--- config.mk ---
export PLATFORM = sky130hd
export DESIGN_NAME = yuv422to444_interp
export DESIGN_NICKNAME = d
export VERILOG_FILES = /design/src/rtl/yuv422to444_interp.sv
export SDC_FILE = /design/constraint.sdc
export NUM_CORES = 1
export LEC_CHECK = 0
export BUFFER_PORTS_ARGS = -buffer_cell sky130_fd_sc_hd__buf_2
export CORE_ASPECT_RATIO = 1.5
export CORE_UTILIZATION = 61
export DETAILED_ROUTE_END_ITERATION = 10
export GPL_ROUTABILITY_DRIVEN = 0
export PLACE_DENSITY_LB_ADDON = 0.3
export SLEW_MARGIN = 10
export SYNTH_ARGS = -nofsm -noshare
export SYNTH_HDL_FRONTEND = slang
export SYNTH_SLANG_ARGS = --single-unit
--- constraint.sdc ---
create_clock -name clk -period 6.66 [get_ports clk]
set_input_delay 0.666 -clock clk [delete_from_list [all_inputs] [get_ports clk]]
set_output_delay 0.666 -clock clk [all_outputs]
set_load 0.005 [all_outputs]
--- src/rtl/yuv422to444_interp.sv ---
// 4:2:2 -> 4:4:4 chroma upsampler with optional odd-pixel chroma interpolation.
// Each packed YUYV input beat is emitted as two 4:4:4 output beats. In
// interpolation mode a beat is held until its successor arrives, so the last
// odd pixel can average against the next beat's first chroma pair.
module yuv422to444_interp #(
  parameter int          DATA_WIDTH = 64,
  parameter logic [7:0]  ALPHA      = 8'h00
) (
  input  logic                    clk,
  input  logic                    rst,
  input  logic                    interp,
  input  logic                    src_t_valid,
  output logic                    src_t_ready,
  input  logic [DATA_WIDTH-1:0]   src_t_data,
  input  logic                    src_t_last,
  output logic                    dst_t_valid,
  input  logic                    dst_t_ready,
  output logic [DATA_WIDTH-1:0]   dst_t_data,
  output logic                    dst_t_last,
  output logic [DATA_WIDTH/8-1:0] dst_t_keep
);

  localparam int PAIRS = DATA_WIDTH / 32;

  typedef enum logic [1:0] {
    S_EMPTY,
    S_WAIT,
    S_EMIT0,
    S_EMIT1
  } state_t;

  state_t state, state_next;

  logic [DATA_WIDTH-1:0] cur_data, nxt_data;
  logic                  cur_last, nxt_last;
  logic                  mode;

  logic load_cur, load_nxt, advance;
  logic emit_valid;
  logic [DATA_WIDTH-1:0] emit_data;

  logic [7:0]  u_arr [PAIRS+1];
  logic [7:0]  v_arr [PAIRS+1];
  logic [31:0] pix   [2*PAIRS];

  // Rounded average of two chroma samples, 9-bit intermediate so 255+255 cannot wrap.
  function automatic logic [7:0] avg8(input logic [7:0] a, input logic [7:0] b);
    return 8'(({1'b0, a} + {1'b0, b} + 9'd1) >> 1);
  endfunction

  // State register.
  always_ff @(posedge clk) begin
    if (rst) state <= S_EMPTY;
    else     state <= state_next;
  end

  // Next-state logic, handshake outputs and buffer load strobes.
  always_comb begin
    state_next  = state;
    load_cur    = 1'b0;
    load_nxt    = 1'b0;
    advance     = 1'b0;
    src_t_ready = 1'b0;
    emit_valid  = 1'b0;
    dst_t_last  = 1'b0;
    case (state)
      S_EMPTY: begin
        src_t_ready = 1'b1;
        if (src_t_valid) begin
          load_cur   = 1'b1;
          state_next = (!interp || src_t_last) ? S_EMIT0 : S_WAIT;
        end
      end
      S_WAIT: begin
        src_t_ready = 1'b1;
        if (src_t_valid) begin
          load_nxt   = 1'b1;
          state_next = S_EMIT0;
        end
      end
      S_EMIT0: begin
        emit_valid = 1'b1;
        if (dst_t_ready) state_next = S_EMIT1;
      end
      S_EMIT1: begin
        emit_valid = 1'b1;
        dst_t_last = cur_last;
        if (dst_t_ready) begin
          if (!mode || cur_last) begin
            state_next = S_EMPTY;
          end else begin
            advance    = 1'b1;
            state_next = nxt_last ? S_EMIT0 : S_WAIT;
          end
        end
      end
      default: state_next = S_EMPTY;
    endcase
    // Handshake outputs are forced quiet for the whole reset cycle.
    if (rst) begin
      src_t_ready = 1'b0;
      emit_valid  = 1'b0;
      dst_t_last  = 1'b0;
      load_cur    = 1'b0;
      load_nxt    = 1'b0;
      advance     = 1'b0;
    end
  end

  // Beat buffers and latched line mode.
  always_ff @(posedge clk) begin
    if (rst) begin
      cur_data <= '0;
      cur_last <= 1'b0;
      nxt_data <= '0;
      nxt_last <= 1'b0;
      mode     <= 1'b0;
    end else begin
      if (load_cur) begin
        cur_data <= src_t_data;
        cur_last <= src_t_last;
        mode     <= interp;
      end
      if (load_nxt) begin
        nxt_data <= src_t_data;
        nxt_last <= src_t_last;
      end
      if (advance) begin
        cur_data <= nxt_data;
        cur_last <= nxt_last;
      end
    end
  end

  // Chroma per pair; the extra slot is the right-hand neighbour of the last
  // pair (next beat's first pair, or a copy of the last pair at line end).
  always_comb begin
    for (int unsigned k = 0; k < PAIRS; k++) begin
      u_arr[k] = cur_data[32*k+8  +: 8];
      v_arr[k] = cur_data[32*k+24 +: 8];
    end
    if (cur_last) begin
      u_arr[PAIRS] = cur_data[32*(PAIRS-1)+8  +: 8];
      v_arr[PAIRS] = cur_data[32*(PAIRS-1)+24 +: 8];
    end else begin
      u_arr[PAIRS] = nxt_data[15:8];
      v_arr[PAIRS] = nxt_data[31:24];
    end
  end

  // Expand each pair into two 4:4:4 pixels {ALPHA, v, u, y}.
  always_comb begin
    for (int unsigned k = 0; k < PAIRS; k++) begin
      pix[2*k]   = {ALPHA, v_arr[k], u_arr[k], cur_data[32*k +: 8]};
      if (mode)
        pix[2*k+1] = {ALPHA, avg8(v_arr[k], v_arr[k+1]), avg8(u_arr[k], u_arr[k+1]),
                      cur_data[32*k+16 +: 8]};
      else
        pix[2*k+1] = {ALPHA, v_arr[k], u_arr[k], cur_data[32*k+16 +: 8]};
    end
  end

  // Select the half of the pixel row belonging to the current output beat.
  always_comb begin
    for (int unsigned p = 0; p < PAIRS; p++) begin
      if (state == S_EMIT1) emit_data[32*p +: 32] = pix[PAIRS+p];
      else                  emit_data[32*p +: 32] = pix[p];
    end
  end

  // Output stream drive; data and keep read zero whenever not valid.
  always_comb begin
    dst_t_valid = emit_valid;
    dst_t_data  = emit_valid ? emit_data : '0;
    dst_t_keep  = emit_valid ? '1 : '0;
  end

endmodule

==> summary.txt, run 1 <==
Yosys
  • Post-synth EDFFs: 0
  • Syn_area_per_cell: 8.279 um^2
  • Synth Cell Area: 7881 um^2
  • Sequential share of the synthesized area: 33.78%
  • Synthesized flop and latch total: 133
  • Distinct cells, synth: 49
  • Synth Instances: 952
  • Async SR Flop Fraction: 0%
  • Dominant synthesized flop cell: dfxtp_1
  • Synth warn: 0

Detailed routing
  • Vias: 6980
  • Vias per cell: 5.836
  • DRC violations left: 0
  • ANT nets after route: 0
  • WL/cell: 15.84 um
  • Number of DRC markers in iteration 0: 397
  • Total iterations of the first detailed-routing run: 5
  • Routed WL: 18950 um

Global route
  • Met3 usage: 5.771%
  • Tot GR Track Use: 28.61%
  • Initial antenna violation count: 2
  • Global-route wire length before repair: 30320 um
  • GR Layer Usage met2: 52.10%
  • GR peak layer: met2
  • GRT overflow: 0
  • GR Util met1: 31.83%
  • Vias in the first global route: 6565
  • Pin count of the biggest net entering global routing: 110

Die
  • Core ar.: 12510 um^2
  • Die X: 94.81 um
  • Initial Utilization: 62.99%
  • Vert. Die Dim: 141.2 um
  • FP Rows: 50
  • Ports: 145
  • Die area: 13390 um^2

Final layout
  • Net count, final: 1129
  • Reg area: 2664 um^2
  • Finished Layout Cells: 1196
  • Filler instances: 1033
  • Share of layout cells above drive strength 1: 18.19%
  • Commonest cells after routing, fill and taps aside: 132 x dfxtp_1, 127 x buf_2, 108 x nor2_1
  • Multi-input combinational cell area: 4701 um^2
  • Most common cell after layout, fill and taps aside: dfxtp_1
  • P&R area growth vs syn: 12.10%

Clock network
  • Root Driver: clkbuf_16
  • Clk buf depth: 2
  • CTS Hold Bufs: 0
  • Clock latency on the worst-skew pair: 410 ps
  • CTS Sinks: 133
  • # resized after CTS: 0
  • Reg clk slew, reported paths: 60 ps
  • Total CTS buffers: 17
  • CTS H-tree depth: 4
  • TritonCTS clock tree: built
  • Postcts setup bufs: 0

Power and ir drop
  • Combinational Power Share: 13.3%
  • Int Power: 0.001455 W
  • PwrDens: 224.5 nW/um^2
  • Leak pwr: 3.692 nW
  • Reg power frac: 45.0%
  • Switching power: 0.0005284 W
  • Switching share of power: 26.64%
  • Worst VDD drop: 0.2043 mV
  • Clock power frac: 41.7%

Setup path
  • Critical Path Max Stage Delay: 840 ps
  • Req. time, crit path: 5990 ps
  • Critical path arrival: 3560 ps
  • Critical-path cell list: nor2b_1 > or2_2 > fa_1 > a211oi_2 > o21bai_1 > a21oi_1 > xnor2_1 > mux4_2 > and2_1 > buf_2
  • Crit. End Element: output pin
  • WS Path Type: register to output pin
  • Startpoint types: register
  • Crit path max-delay cell type: dfxtp_1
  • CP Max Fanout: 17

Placement
  • Post-DP HPWL: 12740 um
  • Dpl cells: 1164
  • I/O Buffers: 128

Timing
  • Clock skew: 6.797 ps
  • Final hold viol count: 0
  • Max Clock Freq: 236.6 MHz
  • Tcrit/Tclk final: 63.47%
  • Total negative slack: 0 ps
  • # setup viols final: 0
  • Tmin final: 4227 ps
  • Relative slew margins: 28.77%
  • Worst-Margin Slew: 1068 ps
  • RSZ-0062 raised after global routing: no
  • Fin. max-slew vios: 0
  • Worst hold slack: 469.1 ps

Status
  • Status: complete, no violations

Hold path
  • Hold Crit Class: input pin to register

Flow run
  • Max_cap viols: 0
cell type report:
| class | count | area share (%) |
|---|---|---|
| diodes | 1 | 0.02832 |
| multi-input cells | 726 | 53.21 |
| inverters | 13 | 0.5523 |
| clock buffers | 23 | 5.297 |
| repair buffers | 136 | 7.959 |
| clock inverters | 8 | 0.5948 |
| flip-flops and latches | 133 | 30.15 |
| well taps | 156 | 2.209 |
flip-flops by register name (all words and copies together) (netlist names):
signal and count:
nxt_data 64, mode 1, cur_last 1, state 2, nxt_last 1, cur_data 64
worst max-delay path, delay by kind of cell, from the launching register on:
kind	cells	cell delay [ps]
fa+ha+maj	1	460
simple gates	3	630
flops	1	840
buf+inv	1	120
compound gates	3	570
xor+xnor	1	80
mux	1	450
through the flow:
| stage | power (W) | area (um^2) | setup slack [ps] | util [%] |
|---|---|---|---|---|
| 6_report | 0.001983 | 8835 | 2433 | 70.61 |
| 5_1_grt | 0.002063 | 8832 | 2251 | 70.59 |
| 4_1_cts | 0.001993 | 8832 | 2452 | 70.59 |
| 3_5_place_dp | 0.001170 | 8312 | 2892 | 66.43 |
| 3_3_place_gp | 0.001163 | 8312 | 2953 | 66.43 |
| 2_1_floorplan | 0.001096 | 7938 | 3376 | - |
cells in the mapped netlist, drive strengths merged, types with 14 or more instances:
master	instances	share of area [%]
buf	61	5.2
nand2b	71	5.6
clkbuf	34	1.6
nor3	14	0.95
nand2	105	5.0
o21ai	84	5.3
nor2	108	5.1
dfxtp	133	34
mux2i	93	12
a211oi	78	7.6
ha	28	4.4
a21oi	34	2.2
cell families after synthesis:
logic type,Yosys count,share of synthesized area [%]
buffers and inverters,108,7.461
DFF,133,33.78
AOI/OAI and AO/OA,230,18.32
adders and majority gates,32,5.461
xor gates and xnor gates,13,1.445
muxes,108,14.24
other,1,0.04758
and+or+nand+nor,327,19.24
power by group through the flow:
| stage | Combinational, W | Clock [W] | Sequential (W) |
|---|---|---|---|
| 2_1_floorplan | 0.000220 | 0 | 0.000876 |
| 3_3_place_gp | 0.000256 | 0 | 0.000907 |
| 3_5_place_dp | 0.000262 | 0 | 0.000908 |
| 4_1_cts | 0.000264 | 0.000837 | 0.000892 |
| 5_1_grt | 0.000293 | 0.000872 | 0.000898 |
| 6_report | 0.000264 | 0.000827 | 0.000893 |
routing by layer:
layer	vias to the layer above	share of wire, %
li1	3449	-
met1	3318	40
met2	177	53
met3	34	4.9
met4	2	2.2
met5	-	0.053
path summary, 6_finish.rpt:
path / from / to / slack, ps / depth (start not counted)
hold / removal: src_t_data[59] / nxt_data[59] / 470 / 3
hold reg to reg: nxt_data[38] / nxt_data[38] / 470 / 2
setup / recovery: cur_last / dst_t_data[45] / 2430 / 10
setup reg to reg: state[0] / cur_last / 2940 / 5
Power figures use the tool's default switching activity.
==> run 2, diff against run 1 <==
Settings changed: CORE_UTILIZATION 61 to 57.
Clock period 6.66 ns to 4.4 ns, I/O delays scaled along.
==> run 2 against run 1 <==
Against the previous run:
- the flow now finishes with violations (design-rule violations)
- combinational power grew 63%
- final cell count grew 0.75%
- non-clock buffer count grew 3
- clock power grew 85%
- first-iteration DRC count shrank 10%
- sequential power grew 49%
- sequential share of layout area shrank 0.54 points
==> summary.txt, run 2 (synthesis results as in run 1) <==
Setup path
  • Critical path arrival: 3510 ps
  • Crit Reg-Reg Endpoint: cur_data[34]
  • Startpoint types: register
  • CP Max Fanout: 17
  • Reg2reg start: state[1]
  • Reg2Reg Setup Slack: 1590 ps
  • Crit. End Element: output pin
  • Worst R2R Path Depth: 4
  • WS Path Type: register to output pin
  • Req. time, crit path: 3960 ps

Clock network
  • # resized after CTS: 0
  • CTS Hold Bufs: 0
  • CTS Sinks: 133
  • Total CTS buffers: 17
  • Reg clk slew, reported paths: 60 ps
  • Root Driver: clkbuf_16
  • Clock latency on the worst-skew pair: 410 ps
  • CTS H-tree depth: 4
  • Clk buf depth: 2
  • TritonCTS clock tree: built
  • Postcts setup bufs: 0

Final layout
  • Share of layout cells above drive strength 1: 18.89%
  • Largest regs: cur_data: 64 flops, nxt_data: 64 flops, state: 2 flops
  • Commonest cells after routing, fill and taps aside: 132 x dfxtp_1, 127 x buf_2, 108 x nor2_1
  • Cell area after layout: 8996 um^2
  • Most common cell after layout, fill and taps aside: dfxtp_1
  • Net count, final: 1132
  • # diodes: 0
  • P&R area growth vs syn: 14.15%

Timing
  • Relative slew margins: 40.31%
  • Tcrit/Tclk final: 89.66%
  • Fin. max-slew vios: 0
  • Total negative slack: 0 ps
  • Final hold viol count: 0
  • Clock skew: 10.27 ps
  • Max Clock Freq: 253.5 MHz
  • # setup viols final: 0
  • Worst hold slack: 237.8 ps
  • Tmin final: 3945 ps
  • Worst-Margin Slew: 895.4 ps
  • RSZ-0062 raised after global routing: no

Power and ir drop
  • Switching power: 0.0008312 W
  • Total Power: 0.003284 W
  • Combinational Power Share: 13.1%
  • Leak pwr: 3.769 nW
  • Worst VDD drop: 0.3035 mV
  • Clock power frac: 46.5%
  • Reg power frac: 40.4%
  • PwrDens: 365.0 nW/um^2
  • Switching share of power: 25.31%
  • Int Power: 0.002453 W

Die
  • Die X: 98.01 um
  • FP Rows: 52
  • Vert. Die Dim: 146.0 um
  • Die area: 14310 um^2
  • Core ar.: 13470 um^2
  • Initial Utilization: 58.52%
  • Ports: 145

Status
  • Status: complete, but fails checks
  • Failing checks: design-rule violations

Hold path
  • Hold endpoint: nxt_data[25]
  • Hold path startpoint: src_t_data[25]
  • Hold Crit Class: input pin to register
  • Hold Crit Depth: 3

Global route
  • Initial antenna violation count: 0
  • Pin count of the biggest net entering global routing: 71
  • Global-route wire length before repair: 31450 um
  • Vias in the first global route: 6571
  • GRT overflow: 0
  • Tot GR Track Use: 27.20%

Detailed routing
  • Vias: 6863
  • Number of DRC markers in iteration 0: 357
  • WL/cell: 16.05 um
  • Total iterations of the first detailed-routing run: 11
  • ANT nets after route: 0
  • Routed WL: 19340 um
  • DRC violations left: 10
  • Vias per cell: 5.695

Flow run
  • Max_cap viols: 0

Placement
  • Area after DPL: 8354 um^2
  • Post-DP HPWL: 12900 um
  • I/O Buffers: 128
-- run 2: cell types whose count changed in the layout (fill, tap and decap cells not counted), sizes merged --
cell and change:
clkinvlp +1, diode -1, clkbuf -3, bufinv +4
clkinv -1, buf +3
-- run 2: through the flow --
stage / std cells / setup WS [ps] / utilization (%)
2_1_floorplan: 967 / 1342 / -
6_report: 1205 / 455.0 / 66.80
4_1_cts: 1205 / 445.6 / 66.80
3_3_place_gp: 1173 / 922.7 / 62.03
3_5_place_dp: 1173 / 886.3 / 62.03
5_1_grt: 1205 / 223.0 / 66.80
-- run 2: power groups by stage --
stage | clock network, W | registers [W] | logic, W
2_1_floorplan | 0 | 0.00133 | 0.000333
3_3_place_gp | 0 | 0.00135 | 0.000418
3_5_place_dp | 0 | 0.00135 | 0.000426
4_1_cts | 0.00154 | 0.00133 | 0.000429
5_1_grt | 0.00159 | 0.00133 | 0.000475
6_report | 0.00153 | 0.00133 | 0.000429
-- run 2: final cells by class --
cell class              count  area (um^2)
fillers                  1187         4472
clock buffers              20        466.7
inverters                  13        48.80
multi-input cells         726         4701
flip-flops and latches    133         2664
repair buffers            139        738.2
well taps                 162        202.7
clock inverters            12        175.2
-- run 2: worst max path at each step --
| stage | start | endpoint | slack [ps] | cells past startpoint |
|---|---|---|---|---|
| floorplan | cur_last | dst_t_data[54] | 1340 | 10 |
| global placement | cur_last | dst_t_data[45] | 920 | 10 |
| detailed placement | cur_last | dst_t_data[45] | 890 | 10 |
| CTS | cur_last | dst_t_data[45] | 450 | 10 |
| global route | cur_last | dst_t_data[45] | 220 | 10 |
| finish | cur_last | dst_t_data[45] | 450 | 10 |
-- run 2: worst max-delay path: stages (launching register included) --
cell      delay, ps
dfxtp_1         790
nor2b_1         130
or2_2           320
fa_1            460
a211oi_2        260
o21bai_1        100
a21oi_1         210
xnor2_1          90
mux4_2          460
and2_1          160
buf_2           120
-- run 2: per-layer routing --
| metal | up-vias | track usage, % | part of all wire [%] |
|---|---|---|---|
| met5 | - | 0 | 0 |
| met4 | 0 | 10.53 | 2.7 |
| met3 | 31 | 5.697 | 4.6 |
| met2 | 159 | 48.52 | 51 |
| met1 | 3213 | 31.48 | 41 |
| li1 | 3460 | - | - |
